### config.mk
export PLATFORM = sky130hd
export DESIGN_NAME = eb_arb_flat
export DESIGN_NICKNAME = d
export VERILOG_FILES = /design/src/rtl/eb_arb_if.sv /design/src/rtl/eb_arb.sv /design/src/flat_wrapper.sv
export SDC_FILE = /design/constraint.sdc
export NUM_CORES = 1
export LEC_CHECK = 0
export ABC_AREA = 1
export CORE_ASPECT_RATIO = 1.75
export CORE_MARGIN = 1
export CORE_UTILIZATION = 39
export DETAILED_ROUTE_END_ITERATION = 7
export PLACE_DENSITY = 0.85
export SKIP_LAST_GASP = 1
export SLEW_MARGIN = 20
export SYNTH_ARGS = -nofsm -noshare
export SYNTH_HDL_FRONTEND = slang
export SYNTH_SLANG_ARGS = --single-unit
### constraint.sdc
create_clock -name clk -period 3.7 [get_ports clk]
set_input_delay 0.74 -clock clk [delete_from_list [all_inputs] [get_ports clk]]
set_output_delay 0.74 -clock clk [all_outputs]
set_load 0.02 [all_outputs]
### src/rtl/eb_arb_if.sv
// Elastic valid/ready bundle between N producers, the round-robin merge and one consumer.
// The slave modport is the arbiter's view; the master modport is the view of the producers and the consumer.
interface eb_arb_if #(
    parameter int N         = 4,
    parameter int WIDTH     = 8,
    parameter int SEL_WIDTH = $clog2(N)
);
    logic [N*WIDTH-1:0]   t_data;
    logic [N-1:0]         t_valid;
    logic [N-1:0]         t_last;
    logic [N-1:0]         t_ready;
    logic [WIDTH-1:0]     i_0_data;
    logic                 i_0_valid;
    logic                 i_0_last;
    logic [SEL_WIDTH-1:0] i_0_sel;
    logic                 i_0_ready;

    modport slave (
        input  t_data, t_valid, t_last, i_0_ready,
        output t_ready, i_0_data, i_0_valid, i_0_last, i_0_sel
    );

    modport master (
        output t_data, t_valid, t_last, i_0_ready,
        input  t_ready, i_0_data, i_0_valid, i_0_last, i_0_sel
    );
endinterface

### src/rtl/eb_arb.sv
// Zero-latency round-robin merge of N elastic channels onto one; grant held across stalls.
// EB_ARB_PKT_LOCK_EN: keep the grant on one channel until a beat with t_last transfers.
module eb_arb #(
    parameter int N         = 4,
    parameter int WIDTH     = 8,
    parameter int SEL_WIDTH = $clog2(N)
) (
    input logic       clk,
    input logic       reset,
    eb_arb_if.slave   bus
);
    logic [SEL_WIDTH-1:0] ptr_q, ptr_d;
    logic [SEL_WIDTH-1:0] hold_idx_q, hold_idx_d;
    logic                 hold_q, hold_d;
    logic [SEL_WIDTH-1:0] scan_sel, sel;
    logic                 xfer, stall;

    // base + off modulo N, valid for base < N and off < N
    function automatic logic [SEL_WIDTH-1:0] wrap_idx(input logic [SEL_WIDTH-1:0] base, input int off);
        int s;
        s = int'(base) + off;
        if (s >= N) s = s - N;
        return SEL_WIDTH'(s);
    endfunction

    // Scan from the far end so the requester closest to ptr wins.
    always_comb begin
        scan_sel = ptr_q;
        for (int k = N - 1; k >= 0; k--) begin
            if (bus.t_valid[wrap_idx(ptr_q, k)]) scan_sel = wrap_idx(ptr_q, k);
        end
    end

    assign sel           = reset ? '0 : (hold_q ? hold_idx_q : scan_sel);
    assign bus.i_0_sel   = sel;
    assign bus.i_0_valid = !reset && bus.t_valid[sel];
    assign bus.i_0_data  = bus.t_data[sel*WIDTH +: WIDTH];
    assign bus.i_0_last  = bus.t_last[sel];

    for (genvar k = 0; k < N; k++) begin : g_rdy
        assign bus.t_ready[k] = !reset && bus.i_0_ready && (sel == SEL_WIDTH'(k));
    end

    assign xfer  = bus.i_0_valid && bus.i_0_ready;
    assign stall = bus.i_0_valid && !bus.i_0_ready;

    always_comb begin
        ptr_d      = ptr_q;
        hold_d     = hold_q;
        hold_idx_d = hold_idx_q;
        if (stall) begin
            hold_d     = 1'b1;
            hold_idx_d = sel;
        end else if (xfer) begin
`ifdef EB_ARB_PKT_LOCK_EN
            if (!bus.i_0_last) begin
                hold_d     = 1'b1;
                hold_idx_d = sel;
            end else begin
                ptr_d  = wrap_idx(sel, 1);
                hold_d = 1'b0;
            end
`else
            ptr_d  = wrap_idx(sel, 1);
            hold_d = 1'b0;
`endif
        end else begin
            // Held requester dropped valid: let go rather than lock up.
            hold_d = 1'b0;
        end
    end

    always_ff @(posedge clk or posedge reset) begin
        if (reset) begin
            ptr_q      <= '0;
            hold_q     <= 1'b0;
            hold_idx_q <= '0;
        end else begin
            ptr_q      <= ptr_d;
            hold_q     <= hold_d;
            hold_idx_q <= hold_idx_d;
        end
    end
endmodule
### src/flat_wrapper.sv
// flat-port wrapper written by rule: the top's interface ports become plain ports
module eb_arb_flat 
#(
    parameter int N         = 4,
    parameter int WIDTH     = 8,
    parameter int SEL_WIDTH = $clog2(N)
)
  (clk, reset, bus_t_data, bus_t_valid, bus_t_last, bus_i_0_ready, bus_t_ready, bus_i_0_data, bus_i_0_valid, bus_i_0_last, bus_i_0_sel);
  eb_arb_if #(.N(N), .WIDTH(WIDTH), .SEL_WIDTH(SEL_WIDTH)) bus_i ();
  input logic clk;
  input logic reset;
  input wire logic [$bits(bus_i.t_data)-1:0] bus_t_data;
  input wire logic [$bits(bus_i.t_valid)-1:0] bus_t_valid;
  input wire logic [$bits(bus_i.t_last)-1:0] bus_t_last;
  input wire logic [$bits(bus_i.i_0_ready)-1:0] bus_i_0_ready;
  output wire logic [$bits(bus_i.t_ready)-1:0] bus_t_ready;
  output wire logic [$bits(bus_i.i_0_data)-1:0] bus_i_0_data;
  output wire logic [$bits(bus_i.i_0_valid)-1:0] bus_i_0_valid;
  output wire logic [$bits(bus_i.i_0_last)-1:0] bus_i_0_last;
  output wire logic [$bits(bus_i.i_0_sel)-1:0] bus_i_0_sel;
  assign bus_i.t_data = bus_t_data;
  assign bus_i.t_valid = bus_t_valid;
  assign bus_i.t_last = bus_t_last;
  assign bus_i.i_0_ready = bus_i_0_ready;
  assign bus_t_ready = bus_i.t_ready;
  assign bus_i_0_data = bus_i.i_0_data;
  assign bus_i_0_valid = bus_i.i_0_valid;
  assign bus_i_0_last = bus_i.i_0_last;
  assign bus_i_0_sel = bus_i.i_0_sel;
  eb_arb #(.N(N), .WIDTH(WIDTH), .SEL_WIDTH(SEL_WIDTH)) u_core (.clk(clk), .reset(reset), .bus(bus_i));
endmodule
# [After elaboration in Yosys (flattened, before gate mapping)]
# Index checks and enable logic that the tools add are counted.
[word_totals] register_bits=5 elab_cells=63
[op_classes] addsub=9 n_lt_le_gt_ge=10 eq_ne=3 shifts=1 muxes=24 n_bitwise=1 reduce_logical=12
[op_table] cell="indexed part select 32 x 6 -> 8 bit" n=1
[op_table] cell="two-way mux 2 bit" n=11
[op_table] cell="less-than comparator 2 x 3 -> 1 bit (second input constant)" n=5
[op_table] cell="binary-select mux 1 bit (select 2 bit)" n=6
[op_table] cell="greater-or-equal comparator 3 bit (second input constant)" n=4
[op_table] cell="subtractor 2 x 1 -> 2 bit (second input constant)" n=5
[op_table] cell="logical AND 1 bit" n=8
[op_table] cell="two-way mux 1 bit" n=7
[op_table] cell="adder 2 x 1 -> 3 bit (second input constant)" n=2
[op_table] cell="adder 2 x 2 -> 3 bit (second input constant)" n=2
[op_table] cell="equality test 2 bit (second input constant)" n=2
[op_table] cell="greater-or-equal comparator 2 x 3 -> 1 bit (second input constant)" n=1
[op_table] cell="equality test 2 x 1 -> 1 bit (second input constant)" n=1
[op_table] cell="logical NOT 1 bit" n=2
[op_table] cell="logical NOT 2 bit" n=1
[op_table] cell="AND reduction 2 bit" n=1
[op_table] cell="inverter 1 bit" n=1

# [Logic depth before layout (Yosys ltp)]
[depth] depth_word=17 depth_mapped=18

# [Worst setup path before layout]
# Ideal clock, no wire load.
[synth_path] kind="input -> output" start="input bus_t_valid[3]" end="output bus_t_ready[2]" t_arrival_ns=2.141 slack_ns=0.819 path_stages=16 path_cell_list="inv_1 > nand2_1 > nand3_1 > nand2_1 > inv_1 > nand2_1 > nand2_1 > nand2_1 > nand2_1 > nand3_2 > nand2_4 > buf_8 > buf_12 > ha_1 > inv_1 > nor2_1"
[synth_between] elab_chain_len=10
[synth_rtl] item="start: declaration" line="flat_wrapper.sv:13" rtl="input wire logic [$bits(bus_i.t_valid)-1:0] bus_t_valid;"
[synth_rtl] item="binary-select mux 1 bit (select 2 bit)" line="eb_arb.sv:30" rtl="if (bus.t_valid[wrap_idx(ptr_q, k)]) scan_sel = wrap_idx(ptr_q, k);"
[synth_rtl] item="two-way mux 1 bit (implied by the code)" line="eb_arb.sv:30"
[synth_rtl] item="two-way mux 2 bit (3 in series)" line="eb_arb.sv:30"
[synth_rtl] item="two-way mux 2 bit *" line="eb_arb.sv:30"
[synth_rtl] item="two-way mux 2 bit * (2 in series)" line="eb_arb.sv:34" rtl="assign sel = reset ? '0 : (hold_q ? hold_idx_q : scan_sel);"
[synth_rtl] item="equality test 2 bit *" line="eb_arb.sv:41" rtl="assign bus.t_ready[k] = !reset && bus.i_0_ready && (sel == SEL_WIDTH'(k));"
[synth_rtl] item="logical AND 1 bit *" line="eb_arb.sv:41"
[synth_rtl] item="end: declaration" line="flat_wrapper.sv:16" rtl="output wire logic [$bits(bus_i.t_ready)-1:0] bus_t_ready;"
# Every way passes the cells marked *; elsewhere a longest branch is shown, timed or not. The select of a mux whose other input is x is not followed.

# [Worst setup path after layout]
[layout_path] start="input bus_t_valid[2]" end="output bus_i_0_data[1]"
[layout_between] elab_chain_len=9
[layout_rtl] item="binary-select mux 1 bit (select 2 bit)" line="eb_arb.sv:30"
[layout_rtl] item="two-way mux 1 bit (implied by the code)" line="eb_arb.sv:30"
[layout_rtl] item="two-way mux 2 bit (3 in series)" line="eb_arb.sv:30"
[layout_rtl] item="two-way mux 2 bit *" line="eb_arb.sv:30"
[layout_rtl] item="two-way mux 2 bit * (2 in series)" line="eb_arb.sv:34"
[layout_rtl] item="indexed part select 32 x 6 -> 8 bit *" line="eb_arb.sv:37" rtl="assign bus.i_0_data = bus.t_data[sel*WIDTH +: WIDTH];"
[layout_rtl] item="end: declaration" line="flat_wrapper.sv:17" rtl="output wire logic [$bits(bus_i.i_0_data)-1:0] bus_i_0_data;"
# Marks and branches as above.

==> key figures <==
Run status
  • Status: finished, final reports clean

Detailed routing
  • WL/cell: 11.9 um
  • Via/cell ratio: 5.23
  • Residual DRC: 0
  • ANT nets after route: 0
  • Drt total wl: approximately 3000 um
  • DR pass1 iterations: 4
  • Initial drt markers: 46
  • Vias: 1,291

Yosys
  • Number of synthesized register bits: 5
  • Post-synth top cells: 39 x nand2_1, 17 x inv_1, 16 x nor2_1
  • Leading area contributor after synthesis: nand2_1
  • Top_reg_cell synth: dfrtp_1
  • Post-Syn Area: 931 um2
  • Post-Synth Simple-Gate Area: 0.429
  • Top cell type's share of synthesized area: 0.157
  • Gate Count Post-Synth: approximately 150
  • Most common cell in the netlist: nand2_1
  • Synth area leaders: nand2_1 16%, dfrtp_1 13%, inv_1 6.9%
  • Main combinational cell family by area after synthesis: simple AND/OR/NAND/NOR gates
  • Yosys Warn Count: 0
  • Synth Area in Adders: 0.0538
  • Syn_nets: around 200
  • Ys async rst share: 1.00
  • Mux cell area share after synthesis: 0
  • Synth Area in XOR/XNOR: 0
  • Synth Area in Compound Gates: 0.208
  • Number of flops mapped to enable cells by yosys: 0
  • Distinct cells, synth: 24
  • Syn_area_per_cell: 6.12 um2
  • Sequential area share after synthesis: 0.134

Placement
  • PortBufs: 58
  • DP Wirelength: between 2000 and 2500 um
  • Dpl cells: 243
  • Placer Congestion: approximately 0.77
  • DP Worst Slack: -297 ps

Power
  • Worst vdd ir: 0.000425 V
  • P_leak: between 0.8 and 0.9 nW
  • Pwr dens: 758 nW/um2

Timing
  • Worst slew margin: 0.708
  • Setup violators final: 0
  • Unrepaired setup endpoints after global routing: no
  • Tmin final: about 3600 ps
  • Worst Max-Slew Pin Slew: 438 ps
  • Layout Skew: a little under 2 ps
  • Final Cycle Share: 0.960
  • Fmax: 282 MHz
  • Final Hold Viols: 0
  • Final TNS setup: 0 ps
  • Max Slew Vio Count: 0
  • PnR worst setup slack: 148 ps

Global routing
  • Initial antenna violation count: 0
  • Largest net degree at the start of global routing: 23
  • Total GRT Usage: 0.250
  • First-pass GRT wire length: between 4000 and 5000 um
  • Vias in the first global route: 1,247
  • Overflow after GRT: 0

Critical path
  • Critical Path Source Type: primary input
  • CP required: just under 3000 ps
  • CP Capture Type: primary output
  • CP Max Fanout: 9
  • WP data arrival: 2810 ps
  • WS Path Type: primary input to primary output

Cells and area
  • # diodes: 0
  • Layout Nets: 270
  • Area growth, synth to finish: 70.8%
  • Fillcell total: 192
  • Layout Cells excl Fill: between 200 and 250
  • Layout cells sized above 1: 0.234

Job
  • Max cap viols: 0

Die
  • Core footprint: 2270 um2
  • Die area: around 2600 um2
  • DIE WIDTH: 38.9 um
  • # rows: 23
  • Die Y-Extent: 66.6 um
  • Initial Util: 0.409
  • I/O pin cnt: 59

Clocking
  • # hold bufs at CTS: 0
  • Root Buffer: clkbuf_8
  • Total setup buffers inserted after CTS: 0
  • Clock sink total: 5
  • Clk Latency, worst-skew pair: 220 ps
  • CTS tree: built
  • Total CTS buffers: 3
  • CTS Buffer Depth: 2
  • CTS clk-pin slew, worst paths: around 40 ps
  • H-tree depth: 1

Worst hold path
  • Hold Path Class: register to register
==> kinds of logic (layout without fill, tap and decap cells) <==
kind of cell / after synthesis / after routing
compound gates: 31 / 31
fa+ha+maj: 4 / 4
buf+inv: 28 / 98
flops: 5 / 5
simple gates: 84 / 84
==> cells in the final DEF (no fill, tap or decap), types with 3 or more instances in the layout <==
master           count
nor2_2               9
clkdlybuf4s50_1     42
nor2_1              16
ha_1                 4
o21ai_0              8
nand3_1             11
inv_2                3
dlymetal6s2s_1       3
o22ai_1              6
nand2_1             39
inv_1               16
clkbuf_8             3
clkbuf_2             8
buf_4               15
o21ai_1             11
nand3_2              4
o22ai_2              3
dfrtp_1              5
dlygate4sd2_1        3
==> what timing repair did <==
| item | 4_1_cts | 5_1_grt |
|---|---|---|
| pin swaps | 0 | 1 |
| hold endpoints to repair | 0 | 0 |
| gates resized for setup | 15 | 22 |
| endpoints found under the setup margin | 14 | 13 |
==> state kept, by name (all words and copies together) (netlist names) <==
register           count
u_core.ptr_q           2
u_core.hold_idx_q      2
u_core.hold_q          1
==> power breakdown <==
group / leakage, nW / switching [mW] / internal [mW]
combinational: 0.746 / 0.590 / 0.398
sequential: 0.0647 / 0.0391 / 0.0750
clock: 0.0228 / 0.0282 / 0.0741
==> layer usage <==
metal	track usage	wire length (um)	vias to the layer above
li1	-	-	638
met1	0.257	1110	569
met2	0.465	1560	76
met3	0.0500	226	8
met4	0.0905	57	0
met5	0	0	-
==> path summary, 6_finish.rpt <==
kind	from	end	slack (ps)	cells past startpoint
setup / recovery	bus_t_valid[2]	bus_i_0_data[1]	150	15
hold / removal	u_core.hold_idx_q[1]$_DFFE_PP0P_	u_core.hold_idx_q[1]$_DFFE_PP0P_	480	2
setup reg to reg	u_core.ptr_q[0]$_DFFE_PP0P_	u_core.hold_idx_q[0]$_DFFE_PP0P_	1460	17
hold reg to reg	u_core.hold_idx_q[1]$_DFFE_PP0P_	u_core.hold_idx_q[1]$_DFFE_PP0P_	480	2
max in group asynchronous	reset	u_core.hold_idx_q[0]$_DFFE_PP0P_	2650	3
min in group asynchronous	reset	u_core.ptr_q[1]$_DFFE_PP0P_	920	3
==> final cells by class <==
class / instances / area, um2 / area share
flip-flops and latches: 5 / 125 / 0.0787
well taps: 25 / 31.3 / 0.0197
repair buffers: 73 / 657 / 0.413
multi-input cells: 119 / 643 / 0.404
inverters: 21 / 88.8 / 0.0559
clock buffers: 4 / 45.0 / 0.0283
==> metrics by stage <==
step / hold WS [ps] / instance area (um2) / total power [mW] / utilization
finish: 479 / 1590 / 1.21 / 0.700
floorplan: 437 / 931 / 0.811 / -
global placement: 455 / 1580 / 1.13 / 0.693
CTS: 483 / 1610 / 1.22 / 0.707
global route: 512 / 1590 / 1.31 / 0.700
detailed placement: 474 / 1580 / 1.17 / 0.693
==> critical path, stage by stage <==
cell             delay [ps]
clkdlybuf4s50_1         480
inv_1                    60
nand2_1                 110
nand3_1                 120
nand2_1                  80
inv_1                    40
nand2_1                  50
nand2_1                  70
nand3_1                  80
nand3_2                 110
nand2_4                 110
buf_4                   180
nor2_1                   70
o22ai_2                 140
dlygate4sd2_1           360
Note: power is estimated with default switching activity, not from simulation.
